$ cat src/rtl/i2c_pkg.sv
// i2c_pkg: shared types and constants for the I2C transaction arbiter.
//   cmd_op_t  - byte-level engine command encoding
//   state_t   - transaction FSM states
//   ERR_*     - response error codes
//   TIMEOUT_DEFAULT - default per-command watchdog limit (scl_4x cycles)
package i2c_pkg;

  localparam int TIMEOUT_DEFAULT = 255;

  typedef enum logic [2:0] {
    OP_START_WR  = 3'd0,
    OP_WRITE     = 3'd1,
    OP_READ_NACK = 3'd2,
    OP_STOP      = 3'd3
  } cmd_op_t;

  typedef enum logic [2:0] {
    ST_IDLE   = 3'd0,
    ST_ADDR   = 3'd1,
    ST_REG    = 3'd2,
    ST_DATA   = 3'd3,
    ST_RSTART = 3'd4,
    ST_READ   = 3'd5,
    ST_STOP   = 3'd6,
    ST_RESP   = 3'd7
  } state_t;

  localparam logic [1:0] ERR_OK        = 2'b00;
  localparam logic [1:0] ERR_DEV_NACK  = 2'b01;
  localparam logic [1:0] ERR_DATA_NACK = 2'b10;
  localparam logic [1:0] ERR_TIMEOUT   = 2'b11;

endpackage

$ cat src/rtl/i2c_rr_arb2.sv
// i2c_rr_arb2: two-requester round-robin arbiter.
//   clk, rst_n - clock and async active-low reset
//   en         - grant opportunity this cycle; pointer advances only when set
//   req[1:0]   - pending requests
//   gnt[1:0]   - one-hot grant (combinational)
//   gnt_id     - index of the granted requester
// The pointer remembers the last granted requester; it resets to 1 so that
// requester 0 wins the first tie.
module i2c_rr_arb2 (
  input  logic       clk,
  input  logic       rst_n,
  input  logic       en,
  input  logic [1:0] req,
  output logic [1:0] gnt,
  output logic       gnt_id
);

  logic last;

  always_comb begin
    gnt_id = 1'b0;
    unique case (req)
      2'b10:   gnt_id = 1'b1;
      2'b11:   gnt_id = ~last;
      default: gnt_id = 1'b0;
    endcase
    gnt = (|req) ? (gnt_id ? 2'b10 : 2'b01) : 2'b00;
  end

  always_ff @(posedge clk or negedge rst_n) begin
    if (!rst_n) begin
      last <= 1'b1;
    end else if (en && (|req)) begin
      last <= gnt_id;
    end
  end

endmodule

$ cat src/rtl/i2c_txn_arbiter.sv
// i2c_txn_arbiter: arbitrates two register-access requesters onto one
// byte-level I2C engine and sequences the full write/read transaction.
//   scl_4x, rst_n               - clock, async active-low reset
//   req_valid/ready/rw          - per-requester handshake and direction
//   req_dev_addr/reg_addr/wdata - packed per-requester fields (req1 in upper half)
//   rsp_valid/ready/id/rdata/err - response to the owning requester
//   cmd_valid/ready/op/byte     - command to the byte engine
//   cmd_done/done_nack/done_rdata - engine completion
//
// state  | meaning
// IDLE   | arbitrate; req_ready pulses one cycle after a grant
// ADDR   | START_WR {dev,0}
// REG    | WRITE reg_addr
// DATA   | WRITE wdata (write path)
// RSTART | START_WR {dev,1} (read path)
// READ   | READ_NACK, capture done_rdata
// STOP   | STOP, done_nack ignored
// RESP   | hold response until rsp_ready
module i2c_txn_arbiter
  import i2c_pkg::*;
#(
  parameter int TIMEOUT = TIMEOUT_DEFAULT
) (
  input  logic        scl_4x,
  input  logic        rst_n,
  input  logic [1:0]  req_valid,
  output logic [1:0]  req_ready,
  input  logic [1:0]  req_rw,
  input  logic [13:0] req_dev_addr,
  input  logic [15:0] req_reg_addr,
  input  logic [15:0] req_wdata,
  output logic        rsp_valid,
  input  logic        rsp_ready,
  output logic        rsp_id,
  output logic [7:0]  rsp_rdata,
  output logic [1:0]  rsp_err,
  output logic        cmd_valid,
  input  logic        cmd_ready,
  output logic [2:0]  cmd_op,
  output logic [7:0]  cmd_byte,
  input  logic        cmd_done,
  input  logic        done_nack,
  input  logic [7:0]  done_rdata
);

  localparam int WDW = $clog2(TIMEOUT + 1);

  state_t          state_q, state_d;
  logic            cmd_wait_q, cmd_wait_d;
  logic [WDW-1:0]  wdog_q, wdog_inc;
  logic            timeout_hit;
  logic [1:0]      req_ready_q;
  logic            rw_q, id_q;
  logic [6:0]      dev_q;
  logic [7:0]      reg_q, wdata_q;
  logic [7:0]      rdata_q, rdata_d;
  logic [1:0]      err_q, err_d;
  logic            grant_en, gnt_id;
  logic [1:0]      gnt;
  logic            in_cmd;

  // Only grant while idle and not already pulsing req_ready for a grant.
  assign grant_en = (state_q == ST_IDLE) && (req_ready_q == 2'b00);

  i2c_rr_arb2 u_arb (
    .clk    (scl_4x),
    .rst_n  (rst_n),
    .en     (grant_en),
    .req    (req_valid),
    .gnt    (gnt),
    .gnt_id (gnt_id)
  );

  assign in_cmd      = !(state_q inside {ST_IDLE, ST_RESP});
  assign wdog_inc    = wdog_q + 1'b1;
  assign timeout_hit = in_cmd && (wdog_inc == WDW'(TIMEOUT));

  assign req_ready = req_ready_q;
  assign rsp_valid = (state_q == ST_RESP);
  assign rsp_id    = id_q;
  assign rsp_rdata = rdata_q;
  assign rsp_err   = err_q;

  always_comb begin
    state_d    = state_q;
    cmd_wait_d = cmd_wait_q;
    rdata_d    = rdata_q;
    err_d      = err_q;
    cmd_valid  = 1'b0;
    cmd_op     = 3'd0;
    cmd_byte   = 8'h00;

    unique case (state_q)
      ST_IDLE: begin
        if (grant_en && (|req_valid)) begin
          rdata_d = 8'h00;
          err_d   = ERR_OK;
        end
        if (req_ready_q != 2'b00) state_d = ST_ADDR;
      end
      ST_RESP: begin
        if (rsp_ready) state_d = ST_IDLE;
      end
      default: begin
        cmd_valid = !cmd_wait_q;
        unique case (state_q)
          ST_ADDR:   begin cmd_op = OP_START_WR;  cmd_byte = {dev_q, 1'b0}; end
          ST_REG:    begin cmd_op = OP_WRITE;     cmd_byte = reg_q;         end
          ST_DATA:   begin cmd_op = OP_WRITE;     cmd_byte = wdata_q;       end
          ST_RSTART: begin cmd_op = OP_START_WR;  cmd_byte = {dev_q, 1'b1}; end
          ST_READ:   begin cmd_op = OP_READ_NACK; cmd_byte = 8'h00;         end
          default:   begin cmd_op = OP_STOP;      cmd_byte = 8'h00;         end
        endcase

        if (!cmd_wait_q) begin
          if (cmd_ready) cmd_wait_d = 1'b1;
        end else if (cmd_done) begin
          cmd_wait_d = 1'b0;
          unique case (state_q)
            ST_ADDR: begin
              if (done_nack) begin err_d = ERR_DEV_NACK; state_d = ST_STOP; end
              else state_d = ST_REG;
            end
            ST_REG: begin
              if (done_nack) begin err_d = ERR_DATA_NACK; state_d = ST_STOP; end
              else state_d = rw_q ? ST_RSTART : ST_DATA;
            end
            ST_DATA: begin
              if (done_nack) err_d = ERR_DATA_NACK;
              state_d = ST_STOP;
            end
            ST_RSTART: begin
              if (done_nack) begin err_d = ERR_DEV_NACK; state_d = ST_STOP; end
              else state_d = ST_READ;
            end
            ST_READ: begin
              rdata_d = done_rdata;
              state_d = ST_STOP;
            end
            default: state_d = ST_RESP;
          endcase
        end

        // Watchdog wins over a same-cycle completion only if that completion
        // was not accepted; an expired command skips STOP entirely.
        if (timeout_hit && !(cmd_wait_q && cmd_done)) begin
          err_d      = ERR_TIMEOUT;
          cmd_wait_d = 1'b0;
          state_d    = ST_RESP;
        end
      end
    endcase
  end

  always_ff @(posedge scl_4x or negedge rst_n) begin
    if (!rst_n) begin
      state_q     <= ST_IDLE;
      cmd_wait_q  <= 1'b0;
      wdog_q      <= '0;
      req_ready_q <= 2'b00;
      rw_q        <= 1'b0;
      id_q        <= 1'b0;
      dev_q       <= 7'h00;
      reg_q       <= 8'h00;
      wdata_q     <= 8'h00;
      rdata_q     <= 8'h00;
      err_q       <= ERR_OK;
    end else begin
      state_q     <= state_d;
      cmd_wait_q  <= cmd_wait_d;
      rdata_q     <= rdata_d;
      err_q       <= err_d;
      req_ready_q <= grant_en ? gnt : 2'b00;
      // The count restarts whenever a new command state is entered.
      if ((state_d != state_q) || !in_cmd) wdog_q <= '0;
      else                                 wdog_q <= wdog_inc;
      if (grant_en && (|req_valid)) begin
        id_q    <= gnt_id;
        rw_q    <= gnt_id ? req_rw[1]          : req_rw[0];
        dev_q   <= gnt_id ? req_dev_addr[13:7] : req_dev_addr[6:0];
        reg_q   <= gnt_id ? req_reg_addr[15:8] : req_reg_addr[7:0];
        wdata_q <= gnt_id ? req_wdata[15:8]    : req_wdata[7:0];
      end
    end
  end

endmodule

$ cat config.mk
export PLATFORM = sky130hd
export DESIGN_NAME = i2c_txn_arbiter
export DESIGN_NICKNAME = d
export VERILOG_FILES = /design/src/rtl/i2c_pkg.sv /design/src/rtl/i2c_rr_arb2.sv /design/src/rtl/i2c_txn_arbiter.sv
export SDC_FILE = /design/constraint.sdc
export NUM_CORES = 1
export LEC_CHECK = 0
export ABC_AREA = 0
export CAP_MARGIN = 20
export CORE_ASPECT_RATIO = 0.5
export CORE_UTILIZATION = 60
export DETAILED_ROUTE_END_ITERATION = 8
export DONT_BUFFER_PORTS = 1
export GPL_TIMING_DRIVEN = 1
export HOLD_SLACK_MARGIN = 0.12
export PLACE_DENSITY = 0.81
export SLEW_MARGIN = 20
export SYNTH_ARGS = -nofsm -noshare
export SYNTH_HDL_FRONTEND = slang
export SYNTH_SLANG_ARGS = --single-unit
$ cat constraint.sdc
create_clock -name scl_4x -period 4.8 [get_ports scl_4x]
set_input_delay 0.72 -clock scl_4x [delete_from_list [all_inputs] [get_ports scl_4x]]
set_output_delay 0.72 -clock scl_4x [all_outputs]
set_load 0.1 [all_outputs]
==> qor.txt <==
Seq/Total Area, Yosys: 0.450
Final nets: 371
# rows: 17
detail-routed via count per cell: 6.21
HP Class: in -> async
Area Growth Syn to Fin: 5.90%
H-Tree Depth: 2
utilization after layout: 0.665
global-route usage over all layers: 0.260
Initial Utilization: 0.628
most frequent cells in the layout: nand2_1, dfrtp_1, mux2i_1
post-cts resize count: 0
Die Y: 50.1 um
ratio of cells with drive above 1 in the final layout: 0.0915
Syn. warnings: 0
post-synthesis register bit count: 50
Residual DRC: 2
first-pass iteration count of the detailed router: 6
most common cell after layout, fill and taps aside: nand2_1
critical path launch point type: register
Worst Clk Skew: 0.00975 ns
setup TNS: 0 ns
clk buf depth: 2
Mapped Area: 2780 um^2
initial antenna violation count: 0
IO Pins: 90
pin slew with the least headroom to its limit: 1.10 ns
Fin. Hold Viols: 0
WP data required: 4.08 ns
fin crit period: 3.65 ns
CP Capture Type: output port
status: finished with violations
global-route wire length before repair: 10000 um
drt wl/cell: 16.7 um
Setup Slack @ Placement: 1.47 ns
Vias: 2254
WL final: 6060 um
Die Wd: 98.3 um
hold_buf cts: 1
cts bufs inserted: 5
final worst path period share: 0.761
Slew Limit Fails: 0
Iter 0 DRT Violations: 174
Placer Congestion: 0.817
Final HPWL DP: 4310 um
IO Port Bufs: 0
core area: 4420 um^2
CTS Root Cell: clkbuf_8
Final WS setup: 1.15 ns
largest net degree at the start of global routing: 51
CP Class: reg -> out
sinks on the clock net: 50
Synth cell types: 49
Final setup viols: 0
synthesized net count: 383
violated checks: design-rule violations
CTS tree: yes
Syn Inst Count: 317
Clock Latency Late Sink: 0.30 ns
Fmax: 274 MHz
Diodes inserted: 0
post-route ant nets: 0
Die ar.: 4930 um^2
RSZ-0062 raised after global routing: no
Remaining Overflow, GRT: 0
Slew HR: 0.265
setup repair bufs after CTS: 0
maxcap violations: 0
clk slew on worst S/H paths: 0.09 ns
Arrival @ worst endpoint: 2.93 ns
worst-path maximum fanout: 30
vias in the first global route: 2194
syn avg cell area: 8.77 um^2
==> per-stage QoR <==
step	hold WS [ns]	instance area, um^2	instances
after floorplan	0.424	2780	317
after global placement	0.425	2810	354
after detailed placement	0.425	2810	354
after CTS	0.248	2940	363
after global routing	0.234	2940	363
final	0.259	2940	363
==> sequential cells by signal (all words and copies together) (netlist names) <==
name	flops
dev_q	7
rw_q	1
wdata_q	8
req_ready	2
cmd_wait_q	1
wdog_q	8
u_arb.last	1
rsp_err	2
rsp_rdata	8
rsp_id	1
reg_q	8
state_q	3
==> synthesized netlist by cell type, drive strengths merged <==
cell type,count,share of area
a21boi,1,0.0027
o21ai,38,0.070
o22a,1,0.0032
nor2,28,0.038
dfstp,1,0.0095
nor3,4,0.0090
nand2,60,0.081
o41ai,1,0.0032
a211o,2,0.0063
nand4b,2,0.0063
clkbuf,13,0.018
buf,8,0.015
a22oi,2,0.0054
conb,1,0.0013
and3,3,0.0085
xnor2,3,0.0095
nor3b,2,0.0054
dfrtp,49,0.44
and2,4,0.0090
a21o,3,0.0081
o32ai,2,0.0063
a31oi,3,0.0068
o21a,2,0.0054
mux2i,31,0.11
a221oi,1,0.0054
or3,2,0.0045
a21oi,13,0.023
clkinv,1,0.0013
nand4,1,0.0023
a311oi,1,0.0032
ha,2,0.0090
nand2b,2,0.0045
xor2,3,0.0095
nor2b,4,0.0090
or4,1,0.0041
nand3,14,0.025
or2,3,0.0077
inv,2,0.0027
o31a,1,0.0032
o211ai,1,0.0027
nand3b,1,0.0027
==> cell families after synthesis <==
logic type | Yosys count | synth area share
multiplexers | 31 | 0.112
AND/OR/NAND/NOR | 131 | 0.217
other | 1 | 0.00135
AO/OA/AOI/OAI | 72 | 0.155
XOR/XNOR | 6 | 0.0189
adder cells (fa/ha/maj) | 2 | 0.00900
flip-flops | 50 | 0.450
buffers and inverters | 24 | 0.0369
==> worst max-delay path, cell delays in order (launching register included) <==
cell and delay, ns:
dfrtp_1 0.99, nor2b_1 0.58, a21oi_1 0.18, o21ai_2 0.87
==> final timing paths <==
check                                 from          end  slack [ns]  cells after the start
worst max-delay path            state_q[1]  cmd_byte[5]        1.15                      3
worst max register to register  state_q[1]   cmd_wait_q        2.06                      5
max in group asynchronous            rst_n    wdog_q[3]        4.32                      1
min in group scl_4x               reg_q[0]     reg_q[0]        0.49                      2
worst min register to register    reg_q[0]     reg_q[0]        0.49                      2
worst min-delay path                 rst_n   u_arb.last        0.26                      0
==> cell type report <==
type | instances | area [um^2]
repair buffers | 2 | 35.0
flip-flops and latches | 50 | 1250
clock inverters | 1 | 8.76
fillers | 367 | 1480
inverters | 3 | 11.3
well taps | 57 | 71.3
multi-input cells | 243 | 1470
clock buffers | 7 | 96.3
==> routing by layer <==
layer,share of wire,wire length (um),GRT usage,vias up
met1,0.43,2580,0.328,1112
li1,-,-,-,1071
met5,0,0,0,-
met2,0.51,3080,0.455,65
met3,0.056,342,0.0669,6
met4,0.0099,60,0.0647,0
Power is not shown: default switching activity piles up to over one toggle a cycle in this logic, so the estimate is an artifact.
